## src/rtl/word_serializer.sv

```systemverilog
// rtl/word_serializer.sv - packed word to MSB-first byte stream with optional XOR checksum byte
//
// Ports:
//   clk       input   rising-edge clock
//   rstN      input   asynchronous active-low reset
//   inWord    input   packed word, 8*NUM_BYTES bits, MSB byte sent first
//   inValid   input   inWord valid
//   inReady   output  high only in IDLE; decoded from registered state
//   outByte   output  current byte (registered)
//   outValid  output  outByte valid (registered)
//   outReady  input   downstream accepts outByte
//   outLast   output  final byte of the frame (registered)
module word_serializer #(
    parameter int NUM_BYTES   = 4,
    parameter bit CHECKSUM_EN = 1'b1
) (
    input  logic                   clk,
    input  logic                   rstN,
    input  logic [8*NUM_BYTES-1:0] inWord,
    input  logic                   inValid,
    output logic                   inReady,
    output logic [7:0]             outByte,
    output logic                   outValid,
    input  logic                   outReady,
    output logic                   outLast
);

    localparam int W     = 8 * NUM_BYTES;
    localparam int IDX_W = $clog2(NUM_BYTES);
    localparam logic [IDX_W-1:0] LAST_IDX = IDX_W'(NUM_BYTES - 1);
    localparam logic [IDX_W-1:0] PENU_IDX = IDX_W'(NUM_BYTES - 2);

    typedef enum logic [1:0] {IDLE, DATA, CSUM} state_t;

    state_t           state_q;
    logic [W-1:0]     word_q;   // remaining bytes, next one sits in the top byte
    logic [7:0]       acc_q;
    logic [IDX_W-1:0] idx_q;
    logic [7:0]       byte_q;
    logic             valid_q;
    logic             last_q;

    logic [7:0]       acc_d;
    logic             last_data;

    assign acc_d     = acc_q ^ byte_q;
    assign last_data = (idx_q == LAST_IDX);

    always_ff @(posedge clk or negedge rstN) begin
        if (!rstN) begin
            state_q <= IDLE;
            word_q  <= '0;
            acc_q   <= 8'h00;
            idx_q   <= '0;
            byte_q  <= 8'h00;
            valid_q <= 1'b0;
            last_q  <= 1'b0;
        end else begin
            case (state_q)
                IDLE: begin
                    if (inValid) begin
                        // Top byte goes straight to the output register; the
                        // rest is pre-shifted so the next byte is on top.
                        byte_q  <= inWord[W-1 -: 8];
                        word_q  <= inWord << 8;
                        acc_q   <= 8'h00;
                        idx_q   <= '0;
                        valid_q <= 1'b1;
                        last_q  <= 1'b0;
                        state_q <= DATA;
                    end
                end
                DATA: begin
                    if (outReady) begin
                        acc_q <= acc_d;
                        if (last_data) begin
                            if (CHECKSUM_EN) begin
                                byte_q  <= acc_d;
                                last_q  <= 1'b1;
                                state_q <= CSUM;
                            end else begin
                                valid_q <= 1'b0;
                                last_q  <= 1'b0;
                                state_q <= IDLE;
                            end
                        end else begin
                            idx_q  <= idx_q + 1'b1;
                            byte_q <= word_q[W-1 -: 8];
                            word_q <= word_q << 8;
                            // Without a checksum the last data byte closes the frame.
                            last_q <= !CHECKSUM_EN && (idx_q == PENU_IDX);
                        end
                    end
                end
                CSUM: begin
                    if (outReady) begin
                        valid_q <= 1'b0;
                        last_q  <= 1'b0;
                        state_q <= IDLE;
                    end
                end
                default: begin
                    valid_q <= 1'b0;
                    last_q  <= 1'b0;
                    state_q <= IDLE;
                end
            endcase
        end
    end

    assign inReady  = (state_q == IDLE);
    assign outByte  = byte_q;
    assign outValid = valid_q;
    assign outLast  = last_q;

endmodule

```

## config.mk

```make
export PLATFORM = sky130hd
export DESIGN_NAME = word_serializer
export DESIGN_NICKNAME = d
export VERILOG_FILES = /design/src/rtl/word_serializer.sv
export SDC_FILE = /design/constraint.sdc
export NUM_CORES = 1
export LEC_CHECK = 0
export BUFFER_PORTS_ARGS = -buffer_cell sky130_fd_sc_hd__buf_4
export CAP_MARGIN = 25
export CORE_ASPECT_RATIO = 1.75
export CORE_MARGIN = 2
export CORE_UTILIZATION = 30
export CTS_BUF_LIST = sky130_fd_sc_hd__clkbuf_8
export DETAILED_ROUTE_END_ITERATION = 8
export PLACE_DENSITY_LB_ADDON = 0.08
export SKIP_LAST_GASP = 1
export SLEW_MARGIN = 20
export SYNTH_ARGS = -nofsm -noshare
export SYNTH_HDL_FRONTEND = slang
export SYNTH_SLANG_ARGS = --single-unit
```

## constraint.sdc

```tcl
create_clock -name clk -period 2.6 [get_ports clk]
set_input_delay 0.13 -clock clk [delete_from_list [all_inputs] [get_ports clk]]
set_output_delay 0.13 -clock clk [all_outputs]
set_load 0.005 [all_outputs]
```

; ---- After elaboration in Yosys (flattened, before gate mapping)
; Index checks and enable logic that the tools add are counted.
[op_classes]
n_mul = 0
n_addsub = 1
magnitude_cmp = 0
muxes = 27
bitwise_logic = 2
reduce_logical = 7
shifts = 0
n_eq_ne = 8
div_mod_pow = 0
[ops]
columns = op, n
row1 = two-way mux 32 bit, 3
row2 = case mux 32 bit (2 select lines), 1
row3 = two-way mux 8 bit, 5
row4 = case mux 8 bit (2 select lines), 2
row5 = two-way mux 2 bit, 7
row6 = != test 2 bit (second input constant), 5
row7 = AND reduction 3 bit, 3
row8 = AND reduction 4 bit, 2
row9 = bitwise XOR 8 bit, 1
row10 = case mux 1 bit (3 select lines), 2
row11 = case mux 2 bit (3 select lines), 1
row12 = two-way mux 1 bit, 5
row13 = equality test 2 bit (second input constant), 2
row14 = case mux 2 bit (2 select lines), 1
row15 = adder 2 x 1 -> 2 bit (second input constant), 1
row16 = equality test 2 x 1 -> 1 bit (second input constant), 1
row17 = logical NOT 2 bit, 1
row18 = nonzero test 2 bit, 1
row19 = NOT 1 bit, 1
[word_totals]
ff_bits = 54
word_cells = 52
ram_bits = 0
latch_bits = 0
mem_count = 0
romBits = 0

; ---- Depth between registers and ports, before layout
; Gate-level depths: netlist (run 1).
[logic_depth]
depth_word = 4
mapped_depth = 6

; ---- Worst setup path after synthesis (run 1)
; OpenSTA, ideal clock, no wires.
[synth_path]
path_kind = register to register
startpoint = reg idx_q[0]
endpoint = reg word_q[29]
synth_period_minus_slack_ns = 1.727
t_arrival_ns = 1.603
n_path_buf = 1
stages_incl_launch_ff = 6
path_slack_ns = 0.873
path_cell_list = dfrtp_1 -> ha_1 -> nand3b_1 -> a21oi_4 -> buf_6 -> mux2_2
[synth_via]
elab_chain_cells = 3
[synth_lines]
columns = element, line_no
row1 = start: declaration, 38  ; logic [IDX_W-1:0] idx_q;
row2 = start signal: assignment, 87  ; idx_q <= idx_q + 1'b1;
row3 = equality test 2 bit, 47  ; assign last_data = (idx_q == LAST_IDX);
row4 = != test 2 bit (no source line), -
row5 = AND reduction 4 bit (no source line), -
row6 = end signal: assignment, 65  ; word_q <= inWord << 8;
row7 = end signal: assignment, 89  ; word_q <= word_q << 8;
row8 = end: declaration, 36  ; logic [W-1:0] word_q;
; No other way between the ends.
; A chain may end at the register's enable or synchronous reset.

; ---- Worst setup path in the final report (run 1)
[layout_path]
startpoint = reg idx_q[0]
endpoint = reg word_q[27]
; The elaborated chain is that of the path after synthesis.

==> key figures, run 1 <==
Final layout
  – N_diodes: 0
  – Layout cells sized above 1: 0.3774
  – Fin util: 0.3756
  – Post-Layout Inst Area: 2990 µm²
  – Layout overhead on the synthesized area: 20.59%
  – Layout Cells excl Fill: 347
  – Fill count: 823
  – Nets: 293

Critical path
  – Worst Setup End Kind: flip-flop
  – Worst R2R End: word_q[27]$_DFFE_PN0P_
  – Critical path class: reg -> reg
  – Critical path peak fanout: 17
  – R2R depth: 5
  – Crit start category: flip-flop
  – R2R Path Start: idx_q[0]$_DFFE_PN0P_
  – CP arrival: 2.17 ns
  – Worst EP required: 2.80 ns
  – FF-to-FF setup slack: 0.63 ns

GRT
  – First-pass GRT wire length: 9.563 mm
  – GRT Total Usage: 0.1368
  – Grt ovf: 0
  – Vias in the first global route: 1,949
  – Pin count of the biggest net entering global routing: 47
  – Initial antenna violation count: 0

Clocking
  – Worst-case clock buffer depth: 2
  – # clock sinks: 46
  – Cts repair resizes: 0
  – H-tree depth reported by CTS: 2
  – Cts bufs inserted: 5
  – Postcts setup bufs: 0
  – Clk_lat worst skew: 0.32 ns
  – CTS root buf: clkbuf_8
  – TritonCTS clock tree: yes
  – Clock slew at reported path FFs: 0.10 ns

Placed design
  – DP HPWL: 4.020 mm
  – RePlAce Congestion: 0.7633
  – Placed insts: 338
  – Dpl ws: 0.6310 ns
  – Port bufs: 46
  – Post-DP Area: 2868 µm²

Synth
  – Post-synthesis mux area share: 0.1806
  – Yosys cell types: 35
  – Synthesized area per cell: 11.53 µm²
  – Number of enable flip-flop cells after synthesis: 0
  – Post-synth top area share: 0.4642
  – Synth Area in Compound Gates: 0.1700
  – Async set-reset flop share out of synthesis: 1.000
  – Largest family of logic cells by synthesized area: multiplexers
  – Sequential cell area fraction in the yosys report: 0.4642
  – Leading register cell type out of synthesis: dfrtp_1
  – Cell count after synthesis: 215
  – Flops & latches, synth: 46
  – Synth Warn #: 0
  – Post-synthesis xor/xnor area fraction: 0
  – Mapped Area: 2480 µm²
  – Synth Area in Simple Gates: 0.1080
  – Synth area leaders: dfrtp_1, mux2_2, mux2_4
  – Cell taking the most area after synthesis: dfrtp_1
  – Post-Synth Adder-Cell Area: 0.005045
  – Syn Nets: 252

Routing
  – DRT met1 WL: 2.444 mm
  – DRT Pass-1 Iters: 4
  – Wirelength, routed: 5.712 mm
  – Highest routed layer: met4
  – Routed Antenna Nets: 0
  – Starting DRT DRC Count: 72
  – Via Count: 1,772
  – Met2 WL: 2.927 mm
  – Met3 WL post-DR: 222 µm
  – Via/cell ratio: 5.107
  – Post-DR wirelength/cell: 16.46 µm
  – Drt drc: 0

STA
  – Worst Skew: 0.01013 ns
  – Slew Limit Fails: 0
  – WHS: 0.01882 ns
  – Slew @ Worst Pin: 0.6048 ns
  – Period utilization: 0.7584
  – Setup violators final: 0
  – Fmax: 507.2 MHz
  – Min Tclk post-route: 1.972 ns
  – Max-slew headroom: 0.5968
  – Setup WS post-layout: 0.6282 ns
  – Final Hold Violating Endpoints: 0
  – Setup_tns: 0 ns
  – RSZ-0062 raised after global routing: false

Floorplanning
  – Die height: 124.3 µm
  – Die width: 72.73 µm
  – I/O pin cnt: 47
  – Die area: 9039 µm²
  – Rows: 43
  – Initial Util: 0.3114
  – Core area: 7963 µm²

Hold path
  – WHS Endpoint: word_q[12]$_DFFE_PN0P_
  – HP Class: in -> reg
  – Hold Crit Depth: 2
  – Hold Crit Start: inWord[4]

Pwr
  – Leak Pwr: 1.394 nW
  – Comb power frac: 0.484
  – Clock network power share: 0.161
  – Tot Pwr: 3.468 mW
  – VDD IR max: 0.0004490 V
  – Switching share of total power: 0.3499
  – Psw: 1.213 mW
  – Register share of total power: 0.355
  – Int Pwr: 2.254 mW
  – Pwr/cell area: 1160 nW/µm²

Status
  – Status: completed

Run
  – Max Cap Viol: 0
## synth_stat cells, types with 4 or more instances
cell and n:
a211oi_1 16, a221oi_1 8, clkbuf_1 5, nor4bb_1 8
buf_2 4, nand3_1 9, nor2b_1 9, a22o_1 8
dfrtp_1 46, mux2_4 14, mux2_2 19, o21ai_0 10
o22ai_1 8, buf_1 4, inv_1 17
## state kept, by name (all words and copies together), names as in the netlist
name,flops
word_q,24
idx_q,2
outByte,8
outLast,1
acc_q,8
outValid,1
state_q,2
## power groups by stage
stage                     logic (mW)  registers (mW)  clock network [mW]
final                           1.68            1.23               0.559
after global placement          1.70            1.24                   0
after global routing            1.86            1.28               0.615
after floorplan                 1.36            1.19                   0
after CTS                       1.72            1.24               0.581
after detailed placement        1.71            1.25                   0
## worst max-delay path, cell delays in order, from the launching register on
cell and delay [ns]:
dfrtp_1 0.41, ha_1 0.35, nand3b_1 0.28, a21oi_4 0.17, buf_4 0.28, mux2_2 0.37
## cell families (layout without fill, tap and decap cells)
logic type                 Yosys count  in the layout
buffers and inverters               36             78
muxes                               35             35
adders and majority gates            1              1
AOI/OAI and AO/OA                   57             57
DFF                                 46             46
and+or+nand+nor                     40             40
## cells in the final DEF (no fill, tap or decap), drive strengths merged
cell | synthesis | final
nand2 | 3 | 3
ha | 1 | 1
a32o | 1 | 1
mux2 | 33 | 33
inv | 17 | 18
a21o | 3 | 3
clkinv | 0 | 1
nor2b | 10 | 10
a211oi | 16 | 16
nand2b | 2 | 2
clkbuf | 6 | 5
nand3b | 1 | 1
or2 | 1 | 1
nand3 | 9 | 9
and3b | 2 | 2
a22oi | 1 | 1
bufinv | 0 | 1
a22o | 8 | 8
a221oi | 8 | 8
nor2 | 3 | 3
and2 | 1 | 1
mux2i | 2 | 2
o22ai | 8 | 8
dfrtp | 46 | 46
o21ai | 10 | 10
dlygate4sd3 | 0 | 1
nor4bb | 8 | 8
buf | 13 | 52
a21oi | 2 | 2
## worst max path at each step
stage,from,endpoint,slack (ns)
floorplan,idx_q[0]$_DFFE_PN0P_,word_q[29]$_DFFE_PN0P_,0.87
global placement,idx_q[0]$_DFFE_PN0P_,word_q[22]$_DFFE_PN0P_,0.66
detailed placement,idx_q[0]$_DFFE_PN0P_,word_q[23]$_DFFE_PN0P_,0.63
CTS,idx_q[0]$_DFFE_PN0P_,word_q[27]$_DFFE_PN0P_,0.60
global route,idx_q[0]$_DFFE_PN0P_,word_q[25]$_DFFE_PN0P_,0.49
finish,idx_q[0]$_DFFE_PN0P_,word_q[27]$_DFFE_PN0P_,0.63
## routing by layer
metal  up-vias  global-route usage
met1       856              0.1607
met5         -                   0
met3         7             0.03641
met4         0             0.05011
li1        872                   -
met2        37              0.2326
## timing repair
item / CTS / global route
hold buffers: 1 / 0
endpoints found under the hold margin: 46 / 0
endpoints found under the setup margin: 0 / 0
## area by class of cell
cell class | count | area [µm²] | share of cell area
tap | 90 | 112.6 | 0.03766
clock inverter | 3 | 43.79 | 0.01464
multi-input combinational | 133 | 1150 | 0.3845
timing repair buffer | 53 | 400.4 | 0.1339
clock buffer | 5 | 68.82 | 0.02301
sequential | 46 | 1151 | 0.3849
inverter | 17 | 63.81 | 0.02134
No activity file was read; power rests on OpenSTA's default activity.
==> inputs of run 2 (changes only) <==
Clock period 2.6 ns to 1.97 ns, I/O delays scaled along.
==> run 2 against run 1 <==
  * Via count increased by 2.8%
  * Critical path type unchanged
  * Highest routed layer unchanged
  * Maximum frequency is 18% higher
  * Critical path depth unchanged
  * Die area unchanged
  * Sequential power rose by 32%
  * Sequential share of layout area shrank 1.2 points
  * Final cell count rose by 2.9%
  * Clock skew about the same
  * Power increased by 32%
  * Clock power is 13% higher
  * Core utilization grew 1.2 points
  * Cell area is 3.3% higher
  * Largest cell class unchanged
==> key figures, run 2 (synthesis results as in run 1) <==
Status
  – Status: completed

Clocking
  – TritonCTS clock tree: yes
  – CTS root buf: clkbuf_8
  – Cts bufs inserted: 5 (unchanged)
  – Clock slew at reported path FFs: 0.09 ns (about the same)
  – Worst-case clock buffer depth: 2 (unchanged)
  – Clk_lat worst skew: 0.31 ns (about the same)
  – # clock sinks: 46 (unchanged)
  – H-tree depth reported by CTS: 2 (unchanged)

Critical path
  – FF-to-FF setup slack: 0.30 ns (-0.33 ns)
  – Critical path peak fanout: 17 (unchanged)
  – Worst R2R End: word_q[29]$_DFFE_PN0P_
  – R2R depth: 5 (unchanged)
  – Crit start category: flip-flop
  – Slowest CP cell: dfrtp_1
  – Critical Path, Cell by Cell: ha_1 -> nand3b_1 -> a21oi_4 -> buf_12 -> mux2_2
  – R2R Path Start: idx_q[0]$_DFFE_PN0P_
  – Worst Setup End Kind: flip-flop
  – Worst path bufs/invs: 1 (unchanged)
  – Critical Path Max Stage Delay: 0.40 ns (about the same)
  – CP arrival: 1.87 ns (-0.30 ns)
  – Total stage count of the critical path: 5 (unchanged)
  – Worst EP required: 2.16 ns (-0.64 ns)
  – Family with the most delay on the worst path: flip-flops
  – Critical path class: reg -> reg

Floorplanning
  – Die area: 9039 µm² (unchanged)
  – Initial Util: 0.3114 (unchanged)
  – Rows: 43 (unchanged)
  – Die height: 124.3 µm (unchanged)
  – Die width: 72.73 µm (unchanged)
  – I/O pin cnt: 47 (unchanged)
  – Core area: 7963 µm² (unchanged)

STA
  – Slew Limit Fails: 0 (unchanged)
  – Setup WS post-layout: 0.2956 ns (-0.3326 ns)
  – Fmax: 597.2 MHz (+18%)
  – WHS: 0.1064 ns (+0.08762 ns)
  – Worst Skew: 0.01052 ns (+0.0003873 ns)
  – Setup violators final: 0 (unchanged)
  – Final Hold Violating Endpoints: 0 (unchanged)
  – Period utilization: 0.8500 (+0.09158)
  – Min Tclk post-route: 1.674 ns (-0.2974 ns)
  – Max-slew headroom: 0.5870 (-0.009766)
  – Setup_tns: 0 ns (unchanged)
  – RSZ-0062 raised after global routing: false
  – Slew @ Worst Pin: 0.6195 ns (+0.01465 ns)

Final layout
  – Fill count: 787 (-4.4%)
  – Layout cells sized above 1: 0.3670 (-0.01039)
  – N_diodes: 0 (unchanged)
  – Fin util: 0.3880 (+0.01241)
  – Largest Register: word_q
  – Layout Cells excl Fill: 357 (+2.9%)
  – Commonest non-fill, non-tap cell in the layout: buf_4
  – Nets: 303 (+3.4%)
  – Largest register FFs: 24 (unchanged)
  – Commonest cells after routing, fill and taps aside: buf_4, dfrtp_1, mux2_2, inv_1, a211oi_1
  – Post-Layout Inst Area: 3089 µm² (+3.3%)
  – Register area: 1151 µm² (unchanged)
  – Layout overhead on the synthesized area: 24.57%
  – Area of the multi-input gates: 1150 µm² (unchanged)

Pwr
  – Tot Pwr: 4.561 mW (+32%)
  – Leak Pwr: 1.440 nW (+3.3%)
  – VDD IR max: 0.0007068 V (+57%)
  – Pwr/cell area: 1476 nW/µm² (+27%)

Placed design
  – DP HPWL: 3.983 mm (-0.91%)
  – Placed insts: 340 (+0.59%)
  – Dpl ws: 0.2944 ns (-0.3366 ns)
  – RePlAce Congestion: 0.7448 (-2.4%)
  – Port bufs: 46 (unchanged)
  – Post-DP Area: 2908 µm² (+1.4%)

GRT
  – Grt ovf: 0 (unchanged)
  – GRT Total Usage: 0.1386 (+0.001845)
  – First-pass GRT wire length: 9.632 mm (+0.72%)
  – Initial antenna violation count: 0 (unchanged)
  – Vias in the first global route: 1,879 (-3.6%)
  – Pin count of the biggest net entering global routing: 47 (unchanged)

Hold path
  – WHS Endpoint: outByte[2]$_DFFE_PN0P_
  – Hold Crit Depth: 3 (+1)
  – Hold Crit Start: inWord[26]
  – HP Class: in -> reg

Run
  – Max Cap Viol: 0 (unchanged)

Routing
  – DRT Pass-1 Iters: 4 (unchanged)
  – Drt drc: 0 (unchanged)
  – Starting DRT DRC Count: 93 (+29%)
  – Routed Antenna Nets: 0 (unchanged)
  – Wirelength, routed: 5.767 mm (+0.96%)
  – Post-DR wirelength/cell: 16.15 µm (-1.9%)
  – Via/cell ratio: 5.101 (-0.11%)
  – Via Count: 1,821 (+2.8%)
run 2: cell count changes in the layout (fill, tap and decap cells not counted), sizes merged:
cell         before  now
dlygate4sd3       1    9
buf              52   54
bufinv            1    0
clkbuf            5    6
run 2: layer usage:
layer  vias to the layer above  routed length (µm)  global-route usage
met5                         -                   0                   0
met4                         0                 108             0.05556
met3                         6                 193             0.02832
met2                        40                2938              0.2348
met1                       886                2527              0.1670
li1                        889                   -                   -
run 2: where the power goes:
group          switching, mW  internal, mW  leakage (nW)
sequential             0.253          1.36         0.583
clock                  0.350         0.279        0.0524
combinational           1.00          1.32         0.805
run 2: area by class of cell:
| class | count | area share |
|---|---|---|
| Clock buffer | 6 | 0.02673 |
| Clock inverter | 2 | 0.002835 |
| Inverter | 17 | 0.02066 |
| Multi-Input combinational cell | 133 | 0.3722 |
| Sequential cell | 46 | 0.3726 |
| Tap cell | 90 | 0.03645 |
| Timing Repair Buffer | 63 | 0.1685 |
run 2: worst reg2reg max path, delay by kind of cell, from the launching register on:
family	cells	cell delay (ns)
AOI/OAI and AO/OA	1	0.20
adders and majority gates	1	0.22
buffers and inverters	1	0.18
DFF	1	0.40
muxes	1	0.35
and+or+nand+nor	1	0.22
run 2: worst max-delay path by stage:
stage	slack, ns	from	to
global route	0.19	state_q[0]$_DFFE_PN0P_	outByte[1]$_DFFE_PN0P_
floorplan	0.24	idx_q[0]$_DFFE_PN0P_	word_q[29]$_DFFE_PN0P_
CTS	0.29	idx_q[0]$_DFFE_PN0P_	word_q[29]$_DFFE_PN0P_
finish	0.30	idx_q[0]$_DFFE_PN0P_	word_q[29]$_DFFE_PN0P_
detailed placement	0.29	state_q[0]$_DFFE_PN0P_	outByte[1]$_DFFE_PN0P_
global placement	0.32	idx_q[0]$_DFFE_PN0P_	word_q[30]$_DFFE_PN0P_
run 2: what timing repair did:
| item | 4_1_cts | 5_1_grt |
|---|---|---|
| gates resized for setup | 0 | 0 |
| endpoints found under the hold margin | 54 | 0 |
| setup buffers | 0 | 0 |
| hold buffers | 9 | 0 |
